===== config.mk =====
export PLATFORM = sky130hd
export DESIGN_NAME = alu_ctrl_seq_flat
export DESIGN_NICKNAME = d
export VERILOG_FILES = /design/src/rtl/alu_ctrl_pkg.sv /design/src/rtl/alu_ctrl_seq_if.sv /design/src/rtl/alu_ctrl_decode.sv /design/src/rtl/alu_ctrl_seq.sv /design/src/flat_wrapper.sv
export SDC_FILE = /design/constraint.sdc
export NUM_CORES = 1
export LEC_CHECK = 0
export ABC_AREA = 1
export BUFFER_PORTS_ARGS = -buffer_cell sky130_fd_sc_hd__buf_2
export CAP_MARGIN = 10
export CORE_MARGIN = 4
export CORE_UTILIZATION = 52
export CTS_BUF_LIST = sky130_fd_sc_hd__clkbuf_16
export DETAILED_ROUTE_END_ITERATION = 7
export GPL_TIMING_DRIVEN = 0
export MAX_ROUTING_LAYER = met4
export PLACE_DENSITY = 0.77
export RECOVER_POWER = 100
export SLEW_MARGIN = 5
export SYNTH_ARGS = -nofsm -noshare
export SYNTH_HDL_FRONTEND = slang
export SYNTH_SLANG_ARGS = --single-unit

===== constraint.sdc =====
create_clock -name clk -period 1.43 [get_ports clk]
set_input_delay 0.286 -clock clk [delete_from_list [all_inputs] [get_ports clk]]
set_output_delay 0.286 -clock clk [all_outputs]
set_load 0.03 [all_outputs]

===== src/rtl/alu_ctrl_pkg.sv =====
// Shared encodings for the registered ALU-control sequencer: ALU codes, funct
// fields, ALUop classes, mul/div opcodes and the FSM state type.
package alu_ctrl_pkg;

  localparam logic [3:0] ALU_AND  = 4'b0000;
  localparam logic [3:0] ALU_OR   = 4'b0001;
  localparam logic [3:0] ALU_NOR  = 4'b0011;
  localparam logic [3:0] ALU_XOR  = 4'b0100;
  localparam logic [3:0] ALU_SLT  = 4'b0101;
  localparam logic [3:0] ALU_SLTU = 4'b0110;
  localparam logic [3:0] ALU_SLL  = 4'b1000;
  localparam logic [3:0] ALU_SRL  = 4'b1001;
  localparam logic [3:0] ALU_ADD  = 4'b1010;
  localparam logic [3:0] ALU_SUB  = 4'b1110;

  localparam logic [5:0] F_ADD  = 6'b100000;
  localparam logic [5:0] F_SUB  = 6'b100010;
  localparam logic [5:0] F_AND  = 6'b100100;
  localparam logic [5:0] F_OR   = 6'b100101;
  localparam logic [5:0] F_XOR  = 6'b100110;
  localparam logic [5:0] F_NOR  = 6'b100111;
  localparam logic [5:0] F_SLT  = 6'b101010;
  localparam logic [5:0] F_SLTU = 6'b101011;
  localparam logic [5:0] F_SLL  = 6'b000000;
  localparam logic [5:0] F_SRL  = 6'b000010;
  // Upper four funct bits shared by MULT/MULTU/DIV/DIVU (0110xx).
  localparam logic [3:0] F_MD_PREFIX = 4'b0110;

  localparam logic [1:0] AOP_RTYPE  = 2'b00;
  localparam logic [1:0] AOP_BRANCH = 2'b01;
  localparam logic [1:0] AOP_MEM    = 2'b10;
  localparam logic [1:0] AOP_IMM    = 2'b11;

  localparam logic [1:0] MD_MULT  = 2'b00;
  localparam logic [1:0] MD_MULTU = 2'b01;
  localparam logic [1:0] MD_DIV   = 2'b10;
  localparam logic [1:0] MD_DIVU  = 2'b11;

  typedef enum logic {
    IDLE    = 1'b0,
    MD_BUSY = 1'b1
  } state_e;

endpackage


===== src/rtl/alu_ctrl_seq_if.sv =====
// Request/response bundle between ID stage, sequencer, EX stage and mul/div unit.
// out_illegal exists only when ALUCTL_ILLEGAL_TRAP_EN is defined.
interface alu_ctrl_seq_if;
  logic       in_valid;
  logic       in_ready;
  logic [1:0] alu_op;
  logic [5:0] funct;
  logic       out_valid;
  logic       out_ready;
  logic [3:0] out_ctrl;
  logic       out_md;
  logic       md_start;
  logic [1:0] md_op;
  logic       busy;
`ifdef ALUCTL_ILLEGAL_TRAP_EN
  logic       out_illegal;
`endif

  modport slave (
    input  in_valid, alu_op, funct, out_ready,
    output in_ready, out_valid, out_ctrl, out_md, md_start, md_op, busy
`ifdef ALUCTL_ILLEGAL_TRAP_EN
    , output out_illegal
`endif
  );

  modport master (
    output in_valid, alu_op, funct, out_ready,
    input  in_ready, out_valid, out_ctrl, out_md, md_start, md_op, busy
`ifdef ALUCTL_ILLEGAL_TRAP_EN
    , input out_illegal
`endif
  );
endinterface


===== src/rtl/alu_ctrl_decode.sv =====
// Combinational ALUop/funct decoder. With ALUCTL_ILLEGAL_TRAP_EN it also flags
// R-type functs outside the supported list.
module alu_ctrl_decode
  import alu_ctrl_pkg::*;
(
  input  logic [1:0] alu_op_i,
  input  logic [5:0] funct_i,
  output logic [3:0] ctrl_o,
  output logic       is_md_o,
  output logic [1:0] md_op_o
`ifdef ALUCTL_ILLEGAL_TRAP_EN
  , output logic     illegal_o
`endif
);

  always_comb begin
    ctrl_o  = ALU_ADD;
    is_md_o = 1'b0;
    md_op_o = funct_i[1:0];
`ifdef ALUCTL_ILLEGAL_TRAP_EN
    illegal_o = 1'b0;
`endif
    case (alu_op_i)
      AOP_RTYPE: begin
        case (funct_i)
          F_ADD:   ctrl_o = ALU_ADD;
          F_SUB:   ctrl_o = ALU_SUB;
          F_AND:   ctrl_o = ALU_AND;
          F_OR:    ctrl_o = ALU_OR;
          F_XOR:   ctrl_o = ALU_XOR;
          F_NOR:   ctrl_o = ALU_NOR;
          F_SLT:   ctrl_o = ALU_SLT;
          F_SLTU:  ctrl_o = ALU_SLTU;
          F_SLL:   ctrl_o = ALU_SLL;
          F_SRL:   ctrl_o = ALU_SRL;
          default: begin
            // Unknown functs fall back to ADD so a stray encoding stays harmless.
            if (funct_i[5:2] == F_MD_PREFIX) is_md_o = 1'b1;
`ifdef ALUCTL_ILLEGAL_TRAP_EN
            else illegal_o = 1'b1;
`endif
          end
        endcase
      end
      AOP_BRANCH: ctrl_o = ALU_SUB;
      AOP_MEM:    ctrl_o = ALU_ADD;
      AOP_IMM: begin
        case (funct_i[1:0])
          2'b00:   ctrl_o = ALU_AND;
          2'b01:   ctrl_o = ALU_OR;
          2'b10:   ctrl_o = ALU_XOR;
          default: ctrl_o = ALU_SLT;
        endcase
      end
      default: ctrl_o = ALU_ADD;
    endcase
  end

endmodule


===== src/rtl/alu_ctrl_seq.sv =====
// Registered, handshaked ALU-control stage between ID and EX; sequences mul/div
// ops by stalling issue for MD_CYCLES. Optional macro: ALUCTL_ILLEGAL_TRAP_EN.
module alu_ctrl_seq
  import alu_ctrl_pkg::*;
#(
  parameter int MD_CYCLES = 32
) (
  input  logic          clk,
  input  logic          reset,
  alu_ctrl_seq_if.slave bus
);

  localparam int CNT_W = $clog2(MD_CYCLES + 1);

  logic [3:0] dec_ctrl;
  logic       dec_is_md;
  logic [1:0] dec_md_op;

  state_e     state_q;
  logic [CNT_W-1:0] cnt_q;
  logic       out_valid_q;
  logic [3:0] out_ctrl_q;
  logic       out_md_q;
  logic       md_start_q;
  logic [1:0] md_op_q;
  logic       busy_q;
  logic       accept;
  logic       drain;

`ifdef ALUCTL_ILLEGAL_TRAP_EN
  logic dec_illegal;
  logic illegal_q;
`endif

  alu_ctrl_decode u_decode (
    .alu_op_i (bus.alu_op),
    .funct_i  (bus.funct),
    .ctrl_o   (dec_ctrl),
    .is_md_o  (dec_is_md),
    .md_op_o  (dec_md_op)
`ifdef ALUCTL_ILLEGAL_TRAP_EN
    , .illegal_o (dec_illegal)
`endif
  );

  // Only issue while idle and the output register is free or draining this edge.
  assign bus.in_ready = (state_q == IDLE) && (!out_valid_q || bus.out_ready);
  assign accept       = bus.in_valid && bus.in_ready;
  assign drain        = out_valid_q && bus.out_ready;

  always_ff @(posedge clk) begin
    if (reset) begin
      state_q     <= IDLE;
      cnt_q       <= '0;
      out_valid_q <= 1'b0;
      out_ctrl_q  <= 4'b0000;
      out_md_q    <= 1'b0;
      md_start_q  <= 1'b0;
      md_op_q     <= 2'b00;
      busy_q      <= 1'b0;
`ifdef ALUCTL_ILLEGAL_TRAP_EN
      illegal_q   <= 1'b0;
`endif
    end else begin
      md_start_q <= 1'b0;
      if (drain) out_valid_q <= 1'b0;
      case (state_q)
        IDLE: begin
          if (accept && dec_is_md) begin
            md_start_q <= 1'b1;
            md_op_q    <= dec_md_op;
            busy_q     <= 1'b1;
            cnt_q      <= CNT_W'(MD_CYCLES - 1);
            state_q    <= MD_BUSY;
          end else if (accept) begin
            out_valid_q <= 1'b1;
            out_ctrl_q  <= dec_ctrl;
            out_md_q    <= 1'b0;
`ifdef ALUCTL_ILLEGAL_TRAP_EN
            illegal_q   <= dec_illegal;
`endif
          end
        end
        MD_BUSY: begin
          // The output register was drained before issue, so completion never collides.
          if (cnt_q == '0) begin
            state_q     <= IDLE;
            busy_q      <= 1'b0;
            out_valid_q <= 1'b1;
            out_md_q    <= 1'b1;
            out_ctrl_q  <= ALU_ADD;
`ifdef ALUCTL_ILLEGAL_TRAP_EN
            illegal_q   <= 1'b0;
`endif
          end else begin
            cnt_q <= cnt_q - 1'b1;
          end
        end
        default: state_q <= IDLE;
      endcase
    end
  end

  assign bus.out_valid = out_valid_q;
  assign bus.out_ctrl  = out_ctrl_q;
  assign bus.out_md    = out_md_q;
  assign bus.md_start  = md_start_q;
  assign bus.md_op     = md_op_q;
  assign bus.busy      = busy_q;
`ifdef ALUCTL_ILLEGAL_TRAP_EN
  assign bus.out_illegal = illegal_q;
`endif

endmodule


===== src/flat_wrapper.sv =====
// flat-port wrapper written by rule: the top's interface ports become plain ports
module alu_ctrl_seq_flat import alu_ctrl_pkg::*;
#(
  parameter int MD_CYCLES = 32
)
  (clk, reset, bus_in_valid, bus_alu_op, bus_funct, bus_out_ready, bus_in_ready, bus_out_valid, bus_out_ctrl, bus_out_md, bus_md_start, bus_md_op, bus_busy);
  alu_ctrl_seq_if bus_i ();
  input  logic clk;
  input  logic reset;
  input wire logic [$bits(bus_i.in_valid)-1:0] bus_in_valid;
  input wire logic [$bits(bus_i.alu_op)-1:0] bus_alu_op;
  input wire logic [$bits(bus_i.funct)-1:0] bus_funct;
  input wire logic [$bits(bus_i.out_ready)-1:0] bus_out_ready;
  output wire logic [$bits(bus_i.in_ready)-1:0] bus_in_ready;
  output wire logic [$bits(bus_i.out_valid)-1:0] bus_out_valid;
  output wire logic [$bits(bus_i.out_ctrl)-1:0] bus_out_ctrl;
  output wire logic [$bits(bus_i.out_md)-1:0] bus_out_md;
  output wire logic [$bits(bus_i.md_start)-1:0] bus_md_start;
  output wire logic [$bits(bus_i.md_op)-1:0] bus_md_op;
  output wire logic [$bits(bus_i.busy)-1:0] bus_busy;
  assign bus_i.in_valid = bus_in_valid;
  assign bus_i.alu_op = bus_alu_op;
  assign bus_i.funct = bus_funct;
  assign bus_i.out_ready = bus_out_ready;
  assign bus_in_ready = bus_i.in_ready;
  assign bus_out_valid = bus_i.out_valid;
  assign bus_out_ctrl = bus_i.out_ctrl;
  assign bus_out_md = bus_i.out_md;
  assign bus_md_start = bus_i.md_start;
  assign bus_md_op = bus_i.md_op;
  assign bus_busy = bus_i.busy;
  alu_ctrl_seq #(.MD_CYCLES(MD_CYCLES)) u_core (.clk(clk), .reset(reset), .bus(bus_i));
endmodule

## Word-level counts from Yosys, hierarchy flattened

Cells that the tools add are included.
W data, S select, Z words.

| operators by class | value |
|---|---|
| $add $sub $neg | 1 |
| eq/ne operators | 20 |
| muxes and demuxes | 28 |
| bitwise logic cells | 1 |
| reduce and logical (&&, ||, !) cells | 16 |

Operators with widths:

| operator | count |
|---|---|
| $eq A6 B6 Y1 const B | 8 |
| $pmux W4 S9 | 1 |
| $pmux W4 S4 | 1 |
| $mux W1 | 14 |
| $logic_not A6 Y1 | 2 |
| $mux W4 | 3 |
| $mux W6 | 2 |
| $pmux W6 S2 | 1 |
| $reduce_or A10 Y1 | 1 |
| $pmux W3 S3 | 1 |
| $ne A2 B2 Y1 const B | 4 |
| $pmux W1 S2 | 4 |
| $pmux W4 S2 | 1 |
| $eq A2 B2 Y1 const B | 3 |
| $eq A6 B2 Y1 const B | 1 |
| $reduce_and A2 Y1 | 3 |
| $sub A6 B1 Y6 const B | 1 |
| $eq A2 B1 Y1 const B | 2 |
| $eq A4 B3 Y1 const B | 1 |
| $logic_and A1 B1 Y1 | 4 |
| $logic_not A2 Y1 | 2 |
| $reduce_and A3 Y1 | 1 |
| $ne A2 B1 Y1 const B | 1 |
| $reduce_or A2 Y1 | 1 |
| 3 further kinds | 3 |

| word-level totals | value |
|---|---|
| bits in registers | 17 |
| input port bits | 12 |

## Logic depth before layout (Yosys ltp)

| depth | value |
|---|---|
| word-level depth | 7 |
| depth in mapped cells | 11 |
| mapped depth without buffers | 11 |

## Modules after synthesis

A second synthesis with hierarchy kept.

| second synthesis, totals | value |
|---|---|
| cells, all modules | 161 |
| area, all modules | 1092.3 um^2 |

Modules (own cells, without submodules):

| module | times used | cells an instance | area each (um^2) | seq. area each (um^2) |
|---|---|---|---|---|
| alu_ctrl_seq | 1 | 113 | 835.8 | 340.3 |
| alu_ctrl_decode | 1 | 48 | 256.5 | 0.0 |

## Least setup slack after synthesis

No wires, ideal clock.

| timing path | value |
|---|---|
| path type | reg-to-reg |
| start point | register u_core.out_valid_q, in the netlist u_core.bus.out_valid |
| end point | register u_core.out_ctrl_q[1], in the netlist u_core.bus.out_ctrl[1] |
| library setup time | 0.114 ns |
| arrival time | 1.173 ns |
| data required time | 1.316 ns |
| path slack | 0.143 ns |
| cell stages (with the launch flop) | 10 |
| buffers on the path | 0 |
| cell sequence | dfxtp_1 -> nand2_1 -> nand2_2 -> inv_2 -> nand2_1 -> nand2_1 -> nand2_4 -> nand2_1 -> nand2_1 -> nor2_1 |

| on the way | value |
|---|---|
| longest elaborated chain between the ends | 7 |
| elaborated cells on any way between the ends | 8 |
| those cells by class | eq/ne (2); reduce/logical (6) |

RTL lines:

| item | line | source |
|---|---|---|
| from (decl) | alu_ctrl_seq.sv:21 | `logic out_valid_q;` |
| from (signal assigned) | alu_ctrl_seq.sv:55 | `out_valid_q <= 1'b0;` |
| from (signal assigned) | alu_ctrl_seq.sv:66 | `if (drain) out_valid_q <= 1'b0;` |
| from (signal assigned) | alu_ctrl_seq.sv:76 | `out_valid_q <= 1'b1;` |
| $logic_not A1 Y1 * | alu_ctrl_seq.sv:47 | `assign bus.in_ready = (state_q == IDLE) && (!out_valid_q \|\| bus.out_ready);` |
| $logic_or A1 B1 Y1 * | alu_ctrl_seq.sv:47 |  |
| $logic_and A1 B1 Y1 * | alu_ctrl_seq.sv:47 |  |
| net bus_in_ready | flat_wrapper.sv:14 | `output wire logic [$bits(bus_i.in_ready)-1:0] bus_in_ready;` |
| $logic_and A1 B1 Y1 * | alu_ctrl_seq.sv:48 | `assign accept = bus.in_valid && bus.in_ready;` |
| $logic_and A1 B1 Y1 | alu_ctrl_seq.sv:69 | `if (accept && dec_is_md) begin` |
| $ne A2 B2 Y1 (no source line) | n/a |  |
| $reduce_and A3 Y1 (no source line) * | n/a |  |
| to (signal assigned) | alu_ctrl_seq.sv:77 | `out_ctrl_q <= dec_ctrl;` |
| to (decl) | alu_ctrl_seq.sv:22 | `logic [3:0] out_ctrl_q;` |

The timed path passes the listed nets; every way through them passes the cells marked *.
A chain may end at the register's enable or synchronous reset.

## Final worst setup path

| timing path | value |
|---|---|
| start point | register u_core.cnt_q[1] |
| end point | register u_core.busy_q, in the netlist u_core.bus.busy |

| on the way | value |
|---|---|
| longest elaborated chain between the ends | 3 |

RTL lines:

| item | line | source |
|---|---|---|
| from (decl) | alu_ctrl_seq.sv:20 | `logic [CNT_W-1:0] cnt_q;` |
| from (signal assigned) | alu_ctrl_seq.sv:73 | `cnt_q <= CNT_W'(MD_CYCLES - 1);` |
| from (signal assigned) | alu_ctrl_seq.sv:96 | `cnt_q <= cnt_q - 1'b1;` |
| $logic_not A6 Y1 | alu_ctrl_seq.sv:86 | `if (cnt_q == '0) begin` |
| $ne A2 B2 Y1 (no source line) | n/a |  |
| $reduce_and A2 Y1 (no source line) | n/a |  |
| to (signal assigned) | alu_ctrl_seq.sv:60 | `busy_q <= 1'b0;` |
| to (signal assigned) | alu_ctrl_seq.sv:72 | `busy_q <= 1'b1;` |
| to (signal assigned) | alu_ctrl_seq.sv:88 | `busy_q <= 1'b0;` |
| to (decl) | alu_ctrl_seq.sv:26 | `logic busy_q;` |

Every way passes these cells.

==> reports/qor.log <==
qor: routing.detail-route-antenna-nets 0
qor: layout.multiInputGateArea 620.6 µm²
qor: sta.total_negative_slack 0 ns
qor: pwr.internal_power 0.0009173 W
qor: pwr.clock_power_share 0.447
qor: yosys.synthDistinctLibCells 20
qor: setup_path.critical_path.startpoint_type register
qor: routing.num_vias 1097
qor: sta.clock_skew 0.0006087 ns
qor: layout.design.final.nets 210
qor: yosys.synthDominantAreaCellType dfxtp_1
qor: cts.clk-insertion-delay-late 0.25 ns
qor: sta.finalWorstPathRequiredPeriod 1.399 ns
qor: routing.drc_errors 0
qor: pwr.switching_power 0.0003024 W
qor: yosys.synth.net_count 177
qor: floorplan.initial_core_utilization 0.5753
qor: routing.post_drt_wl_per_cell 11.74 µm
qor: hold_path.timing.hold.worst_path_depth 2
qor: yosys.ys_async_sr_fraction 0
qor: yosys.postSynthAreaPerCell 6.545 µm²
qor: place.dpl-instance-area 1184 µm²
qor: cts.cts_buffer_depth 2
qor: yosys.synth_area_leaders dfxtp_1 32%, nand2_1 13%, nand3_1 11%
qor: cts.clkTransAtPathRegs 0.05 ns
qor: job.max-cap-violations 0
qor: place.preCtsSetupSlack -0.06150 ns
qor: floorplan.die_height 52.88 µm
qor: setup_path.reg2reg_depth 8
qor: hold_path.hp-class in -> reg
qor: routing.routed_via_density 5.055
qor: global_route.grt_use_total 0.2121
qor: global_route.grt_pass1_wl 4229 µm
qor: sta.post-route-period-util 0.9781
qor: setup_path.cp.arrival 1.53 ns
qor: cts.cts_root_buffer clkbuf_16
qor: layout.antenna-diode-count 0
qor: floorplan.dieArea 2796 µm²
qor: place.hpwl 1810 µm
qor: cts.postCtsHoldBufs 0
qor: place.port-buffer-count 21
qor: sta.hold_viol_final 0
qor: layout.layout_cell_share_with_drive_strength_beyond_1 0.2552
qor: cts.cts_tree done
qor: layout.utilization 0.7320
qor: pwr.comb_power_share 0.148
qor: layout.stdcell_count 217
qor: layout.final_area 1333 µm²
qor: setup_path.worst-setup-path-type reg -> reg
qor: sta.max_freq 714.9 MHz
qor: floorplan.rows 15
qor: sta.tightestPinTransition 0.3694 ns
qor: outcome.outcome complete, no violations
qor: yosys.synth_largest_type_area_fraction 0.3250
qor: floorplan.design.core.area 1821 µm²
qor: global_route.grt_antenna_before_repair 0
qor: yosys.synth_seq_cells 17
qor: sta.slew_violations 0
qor: yosys.yosys_warnings 0
qor: yosys.synth.most_common_cell nand2_1
qor: global_route.grt_overflow 0
qor: yosys.synth_commonest_cells 35 x nand2_1, 23 x nand3_1, 22 x inv_1, 17 x dfxtp_1, 16 x nor2_1
qor: layout.fill_cells 165
qor: routing.drt_wl_total 2548 µm
qor: setup_path.worstPathRequired 1.56 ns
qor: floorplan.num_io_pins 23
qor: pwr.power-per-cell-area 915.4 nW/µm²
qor: pwr.irDropWorstVdd 0.8198 mV
qor: yosys.synth_cells 160
qor: global_route.vias_in_the_first_global_route 1018
qor: routing.drt_first_iter_violations 17
qor: place.finalWeightedCongestion 0.8436
qor: floorplan.die_width 52.88 µm
qor: yosys.post_synth_instance_area 1047 µm²
qor: yosys.synth_top_flop_cell dfxtp_1
qor: layout.ff_latch_area 342.8 µm²
qor: routing.dr.pass1.iters 4
qor: setup_path.setup.worst_path.end_class register
qor: sta.max-slew-margin-rel 0.7548
qor: sta.setup_viol_count_final 0
qor: sta.final.setup.worst_slack 0.03125 ns
qor: place.dpl.cell_count 206
qor: cts.ctsHtreeMaxLevel 1
qor: cts.cts_buffers 3
qor: layout.area_delta_synth_final 27.24%
qor: yosys.ys_seq_area_frac 0.3250
qor: pwr.power_switching_share 0.2480
qor: yosys.number_of_enable_type_register_cells_in_the_synthesized_netlist 0
qor: pwr.power_leakage 0.7163 nW
qor: pwr.seq_power_share 0.405
qor: setup_path.critical_path_peak_fanout 4
qor: global_route.grt_max_degree 11
qor: cts.clock-sinks 17
logic make-up after synthesis:
logic type	share of synthesized area
adders and majority gates	0.05974
buffers and inverters	0.1087
and+or+nand+nor	0.4122
AOI/OAI and AO/OA	0.09439
DFF	0.3250
layout make-up:
cell class	instances	share of cell area
Buffer	1	0.003756
Clock buffer	3	0.05634
Clock inverter	1	0.002817
Inverter	29	0.08169
Multi-Input combinational cell	113	0.4657
Sequential cell	17	0.2573
Tap cell	25	0.02347
Timing Repair Buffer	28	0.1089
metrics by stage:
step	total power, W	hold WS, ns
6_report	0.001220	0.3547
5_1_grt	0.001276	0.3607
4_1_cts	0.001224	0.3452
3_5_place_dp	0.0006754	0.4536
3_3_place_gp	0.0006696	0.4465
2_1_floorplan	0.0006208	0.4556
final timing paths:
kind	endpoint	slack, ns	startpoint
max	u_core.bus.busy	0.03	u_core.cnt_q[1]
min	u_core.state_q	0.35	reset
max reg2reg	u_core.bus.busy	0.03	u_core.cnt_q[1]
min reg2reg	u_core.bus.out_ctrl[2]	0.46	u_core.bus.out_ctrl[2]
timing repair:
item / CTS / global route
pin swaps: 3 / 5
endpoints found under the setup margin: 10 / 12
resized for setup: 2 / 9
setup buffers: 3 / 4
metal layers:
metal  vias up  track usage  share of wire
met5         -            -              0
met1       486       0.2569           0.46
met4         0      0.07234          0.022
li1        571            -              -
met3         9      0.05915          0.049
met2        31       0.3388           0.47
sequential cells by signal, summed over array words and instances, names as in the netlist:
signal and count:
u_core.bus.md_op 2, u_core.bus.busy 1, u_core.bus.out_ctrl 4, u_core.cnt_q 6
u_core.bus.out_md 1, u_core.bus.md_start 1, u_core.bus.out_valid 1, u_core.state_q 1
cell usage in the layout, fill, tap and decap left out:
cell,synthesis,routed
a21oi_1,11,11
a21oi_4,1,1
buf_2,1,12
buf_4,0,7
clkbuf_1,0,10
clkbuf_16,0,3
clkinv_1,1,1
dfxtp_1,17,15
dfxtp_2,0,2
ha_1,5,4
ha_4,0,1
inv_1,22,21
inv_2,6,8
nand2_1,35,31
nand2_2,4,7
nand2_4,2,3
nand3_1,23,23
nand4_1,4,4
nor2_1,16,16
nor2_2,3,3
nor2_4,2,2
nor3_1,1,1
o211ai_1,1,1
o21ai_1,4,4
or2_1,1,1
power groups by stage:
| stage | combinational, W | sequential [W] | clock (W) |
|---|---|---|---|
| 3_5_place_dp | 0.000173 | 0.000503 | 0 |
| 6_report | 0.000181 | 0.000494 | 0.000545 |
| 3_3_place_gp | 0.000168 | 0.000502 | 0 |
| 2_1_floorplan | 0.0000958 | 0.000525 | 0 |
| 5_1_grt | 0.000204 | 0.000494 | 0.000577 |
| 4_1_cts | 0.000175 | 0.000493 | 0.000555 |
critical path, cell delays in order, from the launching register on:
cell and delay (ns):
dfxtp_2 0.32, inv_2 0.07, ha_4 0.13, inv_2 0.03, nor2_2 0.13, nand4_1 0.23, buf_4 0.22, a21oi_1 0.11
nor2_1 0.05
No activity file was read; power rests on OpenSTA's default activity.
